**config.mk**
```make
export PLATFORM = sky130hd
export DESIGN_NAME = multicycle_controller
export DESIGN_NICKNAME = d
export VERILOG_FILES = /design/src/rtl/riscv_ctrl_pkg.sv /design/src/rtl/alu_decoder.sv /design/src/rtl/multicycle_controller.sv
export SDC_FILE = /design/constraint.sdc
export NUM_CORES = 1
export LEC_CHECK = 0
export CORE_MARGIN = 2
export CORE_UTILIZATION = 34
export DETAILED_ROUTE_END_ITERATION = 6
export PLACE_DENSITY = 0.82
export RECOVER_POWER = 100
export SLEW_MARGIN = 10
export SYNTH_ARGS = -nofsm -noshare
export SYNTH_HDL_FRONTEND = slang
export SYNTH_SLANG_ARGS = --single-unit
```
**constraint.sdc**
```tcl
create_clock -name clk -period 1.7 [get_ports clk]
set_clock_uncertainty 0.05 [all_clocks]
set_input_delay 0.425 -clock clk [delete_from_list [all_inputs] [get_ports clk]]
set_output_delay 0.425 -clock clk [all_outputs]
set_load 0.05 [all_outputs]
```
**src/rtl/riscv_ctrl_pkg.sv**
```systemverilog
// Shared encodings for the multicycle RV32 control path: FSM states, ALU control
// codes, opcodes and datapath mux selects used by controller, datapath and ALU.
package riscv_ctrl_pkg;

    localparam int ALUCTRL_W = 5;
    localparam int OP_W      = 7;

    typedef enum logic [3:0] {
        FETCH    = 4'd0,
        DECODE   = 4'd1,
        MEMADR   = 4'd2,
        MEMREAD  = 4'd3,
        MEMWB    = 4'd4,
        MEMWRITE = 4'd5,
        EXECR    = 4'd6,
        EXECI    = 4'd7,
        JAL      = 4'd8,
        ALUWB    = 4'd9,
        BRANCH   = 4'd10
    } state_t;

    // Fixed ALU operation selected by the FSM; ALUOP_FUNCT defers to funct3/funct7b5.
    typedef enum logic [1:0] {
        ALUOP_ADD   = 2'b00,
        ALUOP_SUB   = 2'b01,
        ALUOP_FUNCT = 2'b10
    } alu_op_t;

    localparam logic [ALUCTRL_W-1:0] ALU_ADD = 5'b00010;
    localparam logic [ALUCTRL_W-1:0] ALU_SUB = 5'b01010;
    localparam logic [ALUCTRL_W-1:0] ALU_OR  = 5'b00111;
    localparam logic [ALUCTRL_W-1:0] ALU_AND = 5'b00011;
    localparam logic [ALUCTRL_W-1:0] ALU_SLL = 5'b00000;
    localparam logic [ALUCTRL_W-1:0] ALU_SRL = 5'b10000;
    localparam logic [ALUCTRL_W-1:0] ALU_SLT = 5'b00001;

    localparam logic [OP_W-1:0] OP_LOAD   = 7'b0000011;
    localparam logic [OP_W-1:0] OP_STORE  = 7'b0100011;
    localparam logic [OP_W-1:0] OP_RTYPE  = 7'b0110011;
    localparam logic [OP_W-1:0] OP_ITYPE  = 7'b0010011;
    localparam logic [OP_W-1:0] OP_JAL    = 7'b1101111;
    localparam logic [OP_W-1:0] OP_BRANCH = 7'b1100011;

    localparam logic [1:0] SRCA_PC    = 2'b00;
    localparam logic [1:0] SRCA_OLDPC = 2'b01;
    localparam logic [1:0] SRCA_RS1   = 2'b10;

    localparam logic [1:0] SRCB_RS2  = 2'b00;
    localparam logic [1:0] SRCB_IMM  = 2'b01;
    localparam logic [1:0] SRCB_FOUR = 2'b10;

    localparam logic [1:0] RES_ALUOUT    = 2'b00;
    localparam logic [1:0] RES_READDATA  = 2'b01;
    localparam logic [1:0] RES_ALURESULT = 2'b10;

    localparam logic [1:0] IMM_I = 2'b00;
    localparam logic [1:0] IMM_S = 2'b01;
    localparam logic [1:0] IMM_B = 2'b10;
    localparam logic [1:0] IMM_J = 2'b11;

endpackage

```
**src/rtl/alu_decoder.sv**
```systemverilog
// Combinational ALU control decode: fixed ADD/SUB from the FSM, or funct3/funct7b5
// decode for EXEC states (SUB only for R-type with funct7b5 set).
module alu_decoder
    import riscv_ctrl_pkg::*;
(
    input  logic [OP_W-1:0]      op,
    input  logic [2:0]           funct3,
    input  logic                 funct7b5,
    input  alu_op_t              alu_op,
    output logic [ALUCTRL_W-1:0] alu_control
);

    always_comb begin
        alu_control = ALU_ADD;
        case (alu_op)
            ALUOP_ADD: alu_control = ALU_ADD;
            ALUOP_SUB: alu_control = ALU_SUB;
            ALUOP_FUNCT: begin
                case (funct3)
                    3'b000:  alu_control = (op == OP_RTYPE && funct7b5) ? ALU_SUB : ALU_ADD;
                    3'b001:  alu_control = ALU_SLL;
                    3'b101:  alu_control = ALU_SRL;
                    3'b010:  alu_control = ALU_SLT;
                    3'b110:  alu_control = ALU_OR;
                    3'b111:  alu_control = ALU_AND;
                    default: alu_control = ALU_ADD;
                endcase
            end
            default: alu_control = ALU_ADD;
        endcase
    end

endmodule

```
**src/rtl/multicycle_controller.sv**
```systemverilog
// Moore control FSM of the multicycle RV32 core. Define BRANCH_EXT_EN to resolve
// bne/blt/bge in addition to beq.
module multicycle_controller
    import riscv_ctrl_pkg::*;
(
    input  logic                 clk,
    input  logic                 rst_n,
    input  logic [OP_W-1:0]      op,
    input  logic [2:0]           funct3,
    input  logic                 funct7b5,
    input  logic                 Zero,
    input  logic                 Negative,
    output logic [ALUCTRL_W-1:0] ALUControl,
    output logic [1:0]           ALUSrcA,
    output logic [1:0]           ALUSrcB,
    output logic [1:0]           ResultSrc,
    output logic [1:0]           ImmSrc,
    output logic                 AdrSrc,
    output logic                 IRWrite,
    output logic                 PCWrite,
    output logic                 RegWrite,
    output logic                 MemWrite,
    output logic                 IllegalOp
);

    state_t  state_q, state_d;
    alu_op_t alu_op;
    logic    ir_write, pc_update, branch, reg_write, mem_write, illegal;
    logic    taken;

    always_ff @(posedge clk) begin
        if (!rst_n) state_q <= FETCH;
        else        state_q <= state_d;
    end

    always_comb begin
        state_d   = state_q;
        alu_op    = ALUOP_ADD;
        ALUSrcA   = SRCA_PC;
        ALUSrcB   = SRCB_RS2;
        ResultSrc = RES_ALUOUT;
        AdrSrc    = 1'b0;
        ir_write  = 1'b0;
        pc_update = 1'b0;
        branch    = 1'b0;
        reg_write = 1'b0;
        mem_write = 1'b0;
        illegal   = 1'b0;
        case (state_q)
            FETCH: begin
                ir_write  = 1'b1;
                ALUSrcB   = SRCB_FOUR;
                ResultSrc = RES_ALURESULT;
                pc_update = 1'b1;
                state_d   = DECODE;
            end
            DECODE: begin
                ALUSrcA = SRCA_OLDPC;
                ALUSrcB = SRCB_IMM;
                case (op)
                    OP_LOAD, OP_STORE: state_d = MEMADR;
                    OP_RTYPE:          state_d = EXECR;
                    OP_ITYPE:          state_d = EXECI;
                    OP_JAL:            state_d = JAL;
                    OP_BRANCH:         state_d = BRANCH;
                    default: begin
                        state_d = FETCH;
                        illegal = 1'b1;
                    end
                endcase
            end
            MEMADR: begin
                ALUSrcA = SRCA_RS1;
                ALUSrcB = SRCB_IMM;
                state_d = (op == OP_STORE) ? MEMWRITE : MEMREAD;
            end
            MEMREAD: begin
                AdrSrc  = 1'b1;
                state_d = MEMWB;
            end
            MEMWB: begin
                ResultSrc = RES_READDATA;
                reg_write = 1'b1;
                state_d   = FETCH;
            end
            MEMWRITE: begin
                AdrSrc    = 1'b1;
                mem_write = 1'b1;
                state_d   = FETCH;
            end
            EXECR: begin
                ALUSrcA = SRCA_RS1;
                alu_op  = ALUOP_FUNCT;
                state_d = ALUWB;
            end
            EXECI: begin
                ALUSrcA = SRCA_RS1;
                ALUSrcB = SRCB_IMM;
                alu_op  = ALUOP_FUNCT;
                state_d = ALUWB;
            end
            ALUWB: begin
                reg_write = 1'b1;
                state_d   = FETCH;
            end
            JAL: begin
                ALUSrcA   = SRCA_OLDPC;
                ALUSrcB   = SRCB_FOUR;
                pc_update = 1'b1;
                state_d   = ALUWB;
            end
            BRANCH: begin
                ALUSrcA = SRCA_RS1;
                alu_op  = ALUOP_SUB;
                branch  = 1'b1;
                state_d = FETCH;
            end
            default: state_d = FETCH;
        endcase
    end

`ifdef BRANCH_EXT_EN
    // Signed compare uses the raw sign of rs1-rs2; overflow is deliberately ignored.
    always_comb begin
        taken = 1'b0;
        case (funct3)
            3'b000:  taken = Zero;
            3'b001:  taken = ~Zero;
            3'b100:  taken = Negative;
            3'b101:  taken = ~Negative;
            default: taken = 1'b0;
        endcase
    end
`else
    logic unused_negative;
    assign unused_negative = Negative;
    assign taken = (funct3 == 3'b000) && Zero;
`endif

    always_comb begin
        ImmSrc = IMM_I;
        case (op)
            OP_STORE:  ImmSrc = IMM_S;
            OP_BRANCH: ImmSrc = IMM_B;
            OP_JAL:    ImmSrc = IMM_J;
            default:   ImmSrc = IMM_I;
        endcase
    end

    alu_decoder u_alu_decoder (
        .op          (op),
        .funct3      (funct3),
        .funct7b5    (funct7b5),
        .alu_op      (alu_op),
        .alu_control (ALUControl)
    );

    // All side effects are suppressed during the reset cycle, even mid-instruction.
    assign IRWrite   = rst_n & ir_write;
    assign PCWrite   = rst_n & (pc_update | (branch & taken));
    assign RegWrite  = rst_n & reg_write;
    assign MemWrite  = rst_n & mem_write;
    assign IllegalOp = rst_n & illegal;

endmodule

```
==> results of run 1 <==
-- per-stage QoR --
stage	setup WS, ns	hold slack (ns)	utilization	area (sq um)	TNS (ns)
after global placement	-0.5136	0.5569	0.8608	1470	-4.590
after detailed placement	-0.5865	0.5740	0.8608	1470	-5.191
after floorplan	-0.3864	0.4919	-	784.5	-1.528
-- synthesized netlist by cell type (3+ instances only) --
library cell and n:
o21ai_0 5, nand3_1 3, nand2_1 6, inv_1 6, dfxtp_1 4, nor2_1 7, nor2b_1 3, buf_6 4
nand2b_1 3, and3_1 4, xnor2_1 3, nor3_1 5
-- cells by family after synthesis --
group / Yosys count
xor+xnor: 3
fa+ha+maj: 2
mux: 1
buf+inv: 11
compound gates: 20
flops: 4
simple gates: 43
==> results.txt, run 1 <==
----------------------------------------------------
[Yosys]
  Portion of the post-synthesis area used by sequential elements ... 0.1311
  Main flop type after synthesis ... dfxtp_1
  Arithmetic-cell share of the synthesized area counting full adders, half adders and majority gates ... 0.04098
  Total of warnings raised by yosys ... 0
  Share of the synthesized area in compound gates (AO/OA/AOI/OAI) ... 0.2357
  Async set or reset register ratio after synthesis ... 0
  Post-synthesis cell count ... 84
  Distinct cell type count after synthesis ... 37
  Area leader, netlist ... dfxtp_1
  Number of enable-type register cells in the synthesized netlist ... 0
  Xor-xnor portion of the synthesized cell area ... 0.04303
  Mapped cell area ... 610.6 sq um
  Dominant cells by area after synthesis ... dfxtp_1, buf_6, nor2_1
  Main combinational cell family by area after synthesis ... simple AND/OR/NAND/NOR gates
  Synthesized net count ... 101
  Mean cell area of the mapped netlist ... 7.269 sq um
  Post-synthesis sequential element count ... 4
  Synth top area share ... 0.1311
  Multiplexer fraction of the synthesized cell area ... 0.01639
  Post-synthesis simple-gate area fraction ... 0.4098

[Floorplan]
  I/O pin cnt ... 34
  Initial core utilization ... 0.3575
  Chip Height ... 46.38 um
  Number of rows created at floorplan ... 15
  Die Wd ... 46.38 um

[Placement]
  Count of port buffers added during placement ... 32
  Placer's final routability congestion estimate ... 0.8204
  Placed wire-length estimate after detailed placement ... 2.005 mm
  Instance count after placement with tap cells included ... 166

[Outcome]
  Outcome ... stopped before the end
  Error message ... [ERROR DPL-0038] Utilization greater than 100%, impossible to legalize
  Last stage ... clock tree synthesis (4_1_cts)

[Clock tree]
  Number of gates resized after cts ... 82
  Number of buffers on the longest clock path ... 2
  Post-CTS Repair Setup Buffers ... 14
  Buffer cell driving the clock tree root ... clkbuf_4
  Number of sinks driven by the clock tree ... 4
  Total number of H-tree levels ... 1
  Clock buffer count from CTS ... 3
  Count of hold-fix buffers inserted at cts ... 0

----------------------------------------------------
==> run 2, diff against run 1 <==
--- a/config.mk
+++ b/config.mk
@@ -5,10 +5,10 @@
 export SDC_FILE = /design/constraint.sdc
 export NUM_CORES = 1
 export LEC_CHECK = 0
-export CORE_MARGIN = 2
-export CORE_UTILIZATION = 34
+export CORE_AREA = 2 2 63 65
 export DETAILED_ROUTE_END_ITERATION = 6
-export PLACE_DENSITY = 0.82
+export DIE_AREA = 0 0 65 67
+export PLACE_DENSITY_LB_ADDON = 0.15
 export RECOVER_POWER = 100
 export SLEW_MARGIN = 10
 export SYNTH_ARGS = -nofsm -noshare
==> constraint.sdc (replaced) <==
create_clock -name clk -period 2.2 [get_ports clk]
set_clock_uncertainty 0.05 [all_clocks]
set_input_delay 0.55 -clock clk [delete_from_list [all_inputs] [get_ports clk]]
set_output_delay 0.55 -clock clk [all_outputs]
set_load 0.05 [all_outputs]
==> run 2 against run 1 <==
Against the previous run:
- the flow now finishes without violations
- synthesized area unchanged
- synthesized cell count is the same
==> results.txt, run 2 <==
----------------------------------------------------
[Yosys]
  Async set or reset register ratio after synthesis ... 0 (unchanged)
  Post-synthesis sequential element count ... 4 (unchanged)
  Portion of the post-synthesis area used by sequential elements ... 0.1311 (unchanged)
  Main flop type after synthesis ... dfxtp_1
  Synth top area share ... 0.1311 (unchanged)
  Most frequent cells after synthesis ... nor2_1, inv_1, nand2_1, nor3_1, o21ai_0
  Total of warnings raised by yosys ... 0 (unchanged)
  Dominant cells by area after synthesis ... dfxtp_1, buf_6, nor2_1
  Number of enable-type register cells in the synthesized netlist ... 0 (unchanged)
  Synthesized net count ... 101 (unchanged)
  Post-synthesis cell count ... 84 (unchanged)
  Area leader, netlist ... dfxtp_1
  Mean cell area of the mapped netlist ... 7.269 sq um (unchanged)
  Cell with the most instances after synthesis ... nor2_1
  Mapped cell area ... 610.6 sq um (unchanged)
  Distinct cell type count after synthesis ... 37 (unchanged)

[Floorplan]
  Chip Height ... 67 um (+44%)
  Number of rows created at floorplan ... 22 (+7)
  I/O pin cnt ... 34 (unchanged)
  Die Wd ... 65 um (+40%)
  Initial core utilization ... 0.1693 (-0.1882)
  Die Outline Area ... 4355 sq um
  CORE AREA ... 3606 sq um

[Layout]
  Register bank with the most flops ... state_q
  # diodes ... 0
  Leading cell type in the layout, fill and taps excluded ... buf_4
  Most frequent cells in the layout ... buf_4, buf_12, o21ai_0, clkbuf_2, buf_6
  Share of layout cells above drive strength 1 ... 0.6301
  Final Instance Area ... 1449 sq um
  Final Instance Count excl. Fillers ... 194
  Largest registers ... state_q x4
  End-of-flow core utilization ... 0.4018
  Number of flip-flops under the largest register name ... 4
  Number of nets at the end of the flow ... 165
  Relative area change from synthesis to final layout ... 137.3%

[Global routing]
  Initial antenna violation count ... 0
  Wire length of the first global-routing pass ... 3.891 mm
  Pin count of the biggest net entering global routing ... 10
  Aggregate global-route resource usage ... 0.1125
  Vias in the first global route ... 891
  Overflow after GRT ... 0

[Clock tree]
  Count of hold-fix buffers inserted at cts ... 0 (unchanged)
  Buffer cell driving the clock tree root ... clkbuf_8
  Clock transition at the registers of the reported paths ... 0.03 ns
  Number of buffers on the longest clock path ... 2 (unchanged)
  Number of sinks driven by the clock tree ... 4 (unchanged)
  Clock buffer count from CTS ... 3 (unchanged)
  Clock latency at the later pin of the worst-skew pair ... 0.22 ns
  Total number of H-tree levels ... 1 (unchanged)
  TritonCTS clock tree ... yes

[STA]
  Slew HR ... 0.5996
  Actual slew at the worst max-slew pin ... 0.6031 ns
  Setup_tns ... 0 ns
  Portion of the clock cycle consumed by the worst path in the final layout ... 0.9978
  Setup-violating endpoint count in the final report ... 0
  Unrepaired setup endpoints after global routing ... true
  Clock period minus final worst setup slack ... 2.195 ns
  Fin. Hold Viols ... 0
  Peak Freq ... 455.5 MHz
  Max-slew violations ... 0

[Power]
  Maximum vdd drop ... 115.0 uV
  Portion of total power attributed to combinational logic ... 0.445
  Power density normalized to cell area ... 288.0 nW/um^2
  Power share of the sequential group ... 0.179
  Net switching fraction of the power ... 0.3240
  Leakage dissipation ... 0.6291 nW
  Design internal power ... 282.1 uW
  P_sw ... 135.2 uW
  Clock network fraction of total power ... 0.376

[Drt]
  DRC ... 0
  Detailed-route vias per instance ... 4.273
  WL/cell ... 11.53 um
  First-pass iteration count of the detailed router ... 4
  Residual antenna-violating net count after detailed routing ... 0
  Number of design-rule violations left by the first detailed-router iteration ... 30
  Via total after detailed routing ... 829
  Total detailed-routing wirelength ... 2.237 mm

[Placement]
  Post-placement cell area ... 1354 sq um (-7.9%)
  Placed wire-length estimate after detailed placement ... 1.745 mm (-13%)
  Instance count after placement with tap cells included ... 184 (+11%)
  Placer's final routability congestion estimate ... 0.7014 (-15%)
  Count of port buffers added during placement ... 32 (unchanged)

[Setup path]
  Worst-case register-to-register setup slack ... 0.69 ns
  Critical register-to-register path startpoint ... state_q[3]$_SDFF_PN0_
  Data required time at the worst endpoint ... 1.60 ns
  CP endpoint ... ALUControl[4]
  Endpoint of the lowest-slack register-to-register path ... state_q[1]$_SDFF_PN0_
  Highest fanout seen on the critical path ... 3
  Type of element capturing the critical path ... primary output
  CP arrival ... 1.60 ns
  CP Class ... reg2out
  Reg2reg path depth ... 6
  Startpoint types ... flop
  Launching instance or port of the critical path ... state_q[2]$_SDFF_PN0_

[Worst hold path]
  Worst hold-check path type ... reg2reg

[Outcome]
  Outcome ... completed

[Job]
  Max cap viols ... 0

----------------------------------------------------
## run 2: area by class of cell
type | count | area [sq um]
Clock buffer | 3 | 41.29
Fill cell | 368 | 2157
Inverter | 6 | 22.52
Multi-Input combinational cell | 69 | 584.3
Sequential cell | 4 | 86.33
Tap cell | 48 | 60.06
Timing Repair Buffer | 64 | 654.4
## run 2: how the worst min path moves through the flow
stage	start	to	slack, ns	cells past startpoint
2_1_floorplan	state_q[0]$_SDFF_PN0_	state_q[2]$_SDFF_PN0_	0.51	3
3_3_place_gp	state_q[0]$_SDFF_PN0_	state_q[2]$_SDFF_PN0_	0.56	3
3_5_place_dp	state_q[0]$_SDFF_PN0_	state_q[2]$_SDFF_PN0_	0.57	3
4_1_cts	state_q[0]$_SDFF_PN0_	state_q[2]$_SDFF_PN0_	0.57	3
5_1_grt	state_q[3]$_SDFF_PN0_	state_q[0]$_SDFF_PN0_	0.60	2
6_report	state_q[3]$_SDFF_PN0_	state_q[0]$_SDFF_PN0_	0.59	2
## run 2: kinds of logic (layout without fill, tap and decap cells)
family	after synthesis	in the layout	share of synthesized area
buf+inv	11	73	0.1229
fa+ha+maj	2	2	0.04098
flops	4	4	0.1312
compound gates	20	20	0.2357
xor+xnor	3	3	0.04304
mux	1	1	0.01639
simple gates	43	43	0.4099
## run 2: power by group through the flow
stage	clock [mW]	sequential [mW]	combinational, mW
final	0.157	0.0748	0.186
after global routing	0.162	0.0750	0.198
after CTS	0.157	0.0760	0.201
after detailed placement	0	0.0766	0.191
after global placement	0	0.0765	0.189
after floorplan	0	0.0766	0.0876
## run 2: repair_timing
action,CTS,global route
resized for setup,53,18
setup buffers,6,1
pin swaps,12,12
endpoints found under the setup margin,10,7
## run 2: worst max-delay path, cell delays in order, from the launching register on
cell and delay [ns]:
dfxtp_2 0.34, nor2b_4 0.16, nand2_2 0.07, inv_2 0.06, ha_4 0.13, buf_6 0.10
nand3b_1 0.09, nor3_2 0.23, clkbuf_16 0.21
## run 2: metrics by stage
stage	setup WS (ns)	hold WS, ns	power (mW)
finish	0.004848	0.5861	0.4173
global route	-0.1047	0.6028	0.4347
CTS	-0.02196	0.5746	0.4340
detailed placement	-0.3808	0.5712	0.2673
global placement	-0.4004	0.5625	0.2657
floorplan	-0.2099	0.5116	0.1642
## run 2: layer usage
layer  track usage  wire length, um  vias to the layer above
met1        0.1247              923                      384
met4       0.03989               19                        0
li1              -                -                      421
met3       0.02534              115                        2
met2        0.2088             1178                       22
met5             0                0                        -
Note: power is estimated with default switching activity, not from simulation.
